## src/rtl/aes_round_sequencer.sv

```systemverilog
// AES block sequencer: walks one block through initial key add, full rounds and final round,
// fetching each round key from the key-schedule memory and handing the result out over valid/ready.
module aes_round_sequencer #(
  parameter int regSize    = 32,
  parameter int vecSize    = 4,
  parameter int NUM_ROUNDS = 10,
  localparam int RW        = $clog2(NUM_ROUNDS + 1)
) (
  input  logic                              clk,
  input  logic                              rst_n,
  input  logic                              start_valid,
  output logic                              start_ready,
  input  logic [vecSize-1:0][regSize-1:0]   plaintext,
  output logic                              rk_rd_en,
  output logic [RW-1:0]                     rk_addr,
  input  logic [vecSize-1:0][regSize-1:0]   rk_rd_data,
  output logic [vecSize-1:0][regSize-1:0]   dp_state,
  output logic [vecSize-1:0][regSize-1:0]   dp_round_key,
  output logic [1:0]                        dp_mode,
  input  logic [vecSize-1:0][regSize-1:0]   dp_result,
  output logic                              out_valid,
  input  logic                              out_ready,
  output logic [vecSize-1:0][regSize-1:0]   ciphertext,
  output logic [RW-1:0]                     round_idx
);

  typedef enum logic [2:0] {IDLE, KEY_REQ, KEY_WAIT, APPLY, DONE} fsm_t;

  localparam logic [1:0] MODE_ARK   = 2'b00;
  localparam logic [1:0] MODE_FULL  = 2'b01;
  localparam logic [1:0] MODE_FINAL = 2'b10;

  fsm_t                            fsm_q, fsm_d;
  logic [vecSize-1:0][regSize-1:0] state_q, key_q;
  logic [RW-1:0]                   round_q;
  logic                            last_round;

  assign last_round = (round_q == RW'(NUM_ROUNDS));

  always_ff @(posedge clk) begin
    if (!rst_n) begin
      fsm_q   <= IDLE;
      state_q <= '0;
      key_q   <= '0;
      round_q <= '0;
    end else begin
      fsm_q <= fsm_d;
      case (fsm_q)
        IDLE: if (start_valid) begin
          state_q <= plaintext;
          round_q <= '0;
        end
        KEY_WAIT: key_q <= rk_rd_data;
        APPLY: begin
          state_q <= dp_result;
          // counter saturates at the final round; DONE/IDLE reload it on the next start
          if (!last_round) round_q <= round_q + 1'b1;
        end
        default: ;
      endcase
    end
  end

  always_comb begin
    fsm_d       = fsm_q;
    start_ready = 1'b0;
    rk_rd_en    = 1'b0;
    dp_mode     = MODE_ARK;
    out_valid   = 1'b0;
    ciphertext  = '0;
    case (fsm_q)
      IDLE: begin
        start_ready = 1'b1;
        if (start_valid) fsm_d = KEY_REQ;
      end
      KEY_REQ: begin
        rk_rd_en = 1'b1;
        fsm_d    = KEY_WAIT;
      end
      KEY_WAIT: fsm_d = APPLY;
      APPLY: begin
        if (round_q == '0)   dp_mode = MODE_ARK;
        else if (last_round) dp_mode = MODE_FINAL;
        else                 dp_mode = MODE_FULL;
        fsm_d = last_round ? DONE : KEY_REQ;
      end
      DONE: begin
        out_valid  = 1'b1;
        ciphertext = state_q;
        if (out_ready) fsm_d = IDLE;
      end
      default: fsm_d = IDLE;
    endcase
  end

  // datapath always sees the held state/key; only APPLY commits its result
  assign dp_state     = state_q;
  assign dp_round_key = key_q;
  assign rk_addr      = round_q;
  assign round_idx    = round_q;

endmodule

```

## config.mk

```make
export PLATFORM = sky130hd
export DESIGN_NAME = aes_round_sequencer
export DESIGN_NICKNAME = d
export VERILOG_FILES = /design/src/rtl/aes_round_sequencer.sv
export SDC_FILE = /design/constraint.sdc
export NUM_CORES = 1
export LEC_CHECK = 0
export CAP_MARGIN = 40
export CORE_AREA = 2 2 308 310
export CTS_BUF_LIST = sky130_fd_sc_hd__clkbuf_8
export DETAILED_ROUTE_END_ITERATION = 7
export DIE_AREA = 0 0 310 312
export GPL_TIMING_DRIVEN = 0
export PLACE_DENSITY = 0.31
export SYNTH_ARGS = -nofsm -noshare
export SYNTH_HDL_FRONTEND = slang
export SYNTH_SLANG_ARGS = --single-unit
export TNS_END_PERCENT = 20
```

## constraint.sdc

```tcl
create_clock -name clk -period 3.65 [get_ports clk]
set_clock_uncertainty 0.2 [all_clocks]
set_input_delay 1.095 -clock clk [delete_from_list [all_inputs] [get_ports clk]]
set_output_delay 1.095 -clock clk [all_outputs]
set_load 0.1 [all_outputs]
```

==> metrics.yaml <==
status:
  status: "complete, but fails checks"
  violations: "setup timing"
sta:
  fin_ws_ns: -0.0328
  post-route-period-util: 1.01
  setup_tns_ns: -0.485
  finalMaxSlewViolations: 0
  setup_viol: 33
  fin_crit_ns: 3.68
  tightest_slew_ns: 0.848
  final-hold-violation-count: 0
  clock.fmax_mhz: 272
  rsz0062_at_grt: "true"
  relSlewSlack: 0.434
yosys:
  synth_seq_area_share: 0.460
  yosysWarnings: 0
  synthArstFlopShare: 0
  post-synth-top-count-cell: "nand2_1"
  synth_ff_type: "dfxtp_1"
  synth_nets: 1871
  yosysTopAreaCell: "dfxtp_1"
  synth_area_um2: 11500
  synthTopCellsByCount: "nand2_1 (389), dfxtp_1 (263), a21oi_1 (256), and2_1 (128), o31ai_1 (127)"
  synth_top_cell_area_share: 0.460
  ys_ff_latch: 263
  syn-instance-count: 1480
  synth_edf_count: 0
  ys_types: 33
  synth_area_per_cell_um2: 7.74
  synth_area_leaders: "dfxtp_1 (46%), nand2_1 (13%), a21oi_1 (11%)"
clock_tree:
  cts_tree: "built"
  cts-buffers-inserted: 56
  cts.path.max_buffers: 3
  hold_buffers: 0
  cts.clk_slew.worst_paths_ns: 0.06
  cts_sinks: 263
  htreeDepth: 2
  cts_root_buf: "clkbuf_8"
  clk-insertion-delay-late_ns: 0.67
routing:
  avgRoutedWirePerCell_um: 22.4
  vias: 15400
  initialDrtViolationCount: 785
  antenna_left: 0
  drc_errors: 0
  vias_per_cell: 3.87
  firstDrtPassIters: 5
  wirelength_um: 88900
critical_path:
  slowest_stage: "dfxtp_2"
  worstSetupPathType: "reg -> out"
  timing.rr.start: "fsm_q[0]"
  endpoint: "ciphertext[111]"
  cpPeakStageDelay_ns: 0.32
  cp_top_family: "buffers and inverters"
  startpoint: "fsm_q[2]"
  crit_path_max_fanout: 10
  worstRegToRegCells: 7
  worst_ep_required_time_ns: 2.35
  critPathCaptureType: "output pin"
  rr_endpoint: "dp_state[78]"
  startpoint_type: "flop"
  path_common_cell: "buf_6"
  path_buf_inv: 8
  reg2reg_slack_ns: 1.32
  path_cells: "buf_6, nor3b_4, buf_6, buf_6, buf_6, buf_6, buf_12, clkbuf_16, and2_4, buf_16"
  crit_arrival_ns: 2.39
  cp.depth: 10
cells_and_area:
  ff_latch_area_um2: 5280
  multiInputGateArea_um2: 5680
  final_cells: 3973
  final_area_um2: 30800
  fillers: 9426
  drive_above_1_share: 0.273
  nNetsFinal: 3035
  syn2layout_area_growth_pct: 169
die:
  design.core.area_um2: 93000
  start_util: 0.123
  die_w_um: 310
  die_y_um: 312
  ios: 785
  die_area_um2: 96700
  row_count: 112
placed_design:
  dpl-instance-area_um2: 29400
  post-place-cells: 3922
  port_buffers: 783
  dpl.hpwl_um: 71700
  routabilityCongestion: 0.822
global_route:
  grt_max_degree: 16
  grt_first_pass_wirelength_um: 123000
  grt_pass1_vias: 16200
  grt_antenna_before_repair: 37
  grt_overflow: 0
  grt_usage: 0.178
pwr:
  peakVddDrop_v: 0.000282
  power_density_nw_per_um2: 396
  leakage_nw: 11.9
flow_run:
  maxCapViolCount: 0
hold_path:
  hold_path_class: "reg -> reg"
==> power breakdown <==
part	internal (mW)	switching, mW
Combinational	2.19	3.16
Clock	1.83	1.57
Sequential	3.16	0.279
Total	7.18	5.01
==> repair_timing <==
action,in CTS,in global routing
gates resized for setup,320,57
pin swaps,3,1
setup buffers,12,8
gates cloned,4,2
endpoints found under the setup margin,132,102
==> registers in the layout, indices dropped and copies added (netlist names) <==
register and count:
dp_round_key 128, dp_state 128, rk_addr 4, fsm_q 3
==> cell type report <==
| type | count | area share |
|---|---|---|
| repair buffers | 1109 | 0.521 |
| multi-input cells | 1065 | 0.184 |
| flip-flops and latches | 263 | 0.171 |
| well taps | 1254 | 0.0509 |
| clock buffers | 75 | 0.0335 |
| plain buffers | 146 | 0.0318 |
| clock inverters | 29 | 0.00443 |
| diodes | 29 | 0.00236 |
| inverters | 3 | 0.000366 |
==> routing by layer <==
layer / GRT usage / up-vias / share of wire
met5: 0 / - / 0.00060
met4: 0.0664 / 8 / 0.025
met3: 0.0420 / 124 / 0.059
met2: 0.303 / 521 / 0.50
met1: 0.216 / 7314 / 0.42
li1: - / 7424 / -
==> per-stage QoR <==
stage	setup WS (ns)	utilization	power (mW)	hold slack (ns)
5_1_grt	-0.168	0.331	12.7	0.269
2_1_floorplan	-0.269	-	6.05	0.320
6_report	-0.0328	0.331	12.2	0.252
3_3_place_gp	-1.74	0.224	7.53	0.243
3_5_place_dp	-0.989	0.316	8.86	0.247
4_1_cts	-0.397	0.330	12.4	0.255
==> worst min-delay path, delay by kind of cell (launching register included) <==
kind / cells / cell delay [ns]
flip-flops: 1 / 0.31
AND/OR/NAND/NOR: 1 / 0.05
AO/OA/AOI/OAI: 1 / 0.05
==> worst min path at each step <==
stage,from,to,slack (ns),depth (start not counted)
after global placement,dp_round_key[17],dp_round_key[17],0.24,2
after floorplan,fsm_q[2],fsm_q[0],0.32,2
after detailed placement,dp_round_key[126],dp_round_key[126],0.25,2
final,dp_round_key[104],dp_round_key[104],0.25,2
after CTS,dp_round_key[126],dp_round_key[126],0.25,2
after global routing,dp_round_key[95],dp_round_key[95],0.27,2
==> layout by cell type (no fill, tap or decap), types with 76 or more instances in the layout <==
master	netlist	routed
a21oi_1	256	256
buf_16	0	200
o31ai_1	127	127
o21ai_1	105	105
buf_12	0	89
dfxtp_1	263	258
nand2_1	389	389
clkdlybuf4s50_1	0	650
buf_8	0	122
and2_4	0	92
clkbuf_8	0	76
==> cell families after synthesis <==
group,count (synthesis),synth area share
AOI/OAI and AO/OA,518,0.256
adders and majority gates,3,0.00328
buffers and inverters,152,0.0676
DFF,263,0.460
muxes,2,0.00186
and+or+nand+nor,542,0.212
Note: power is estimated with default switching activity, not from simulation.
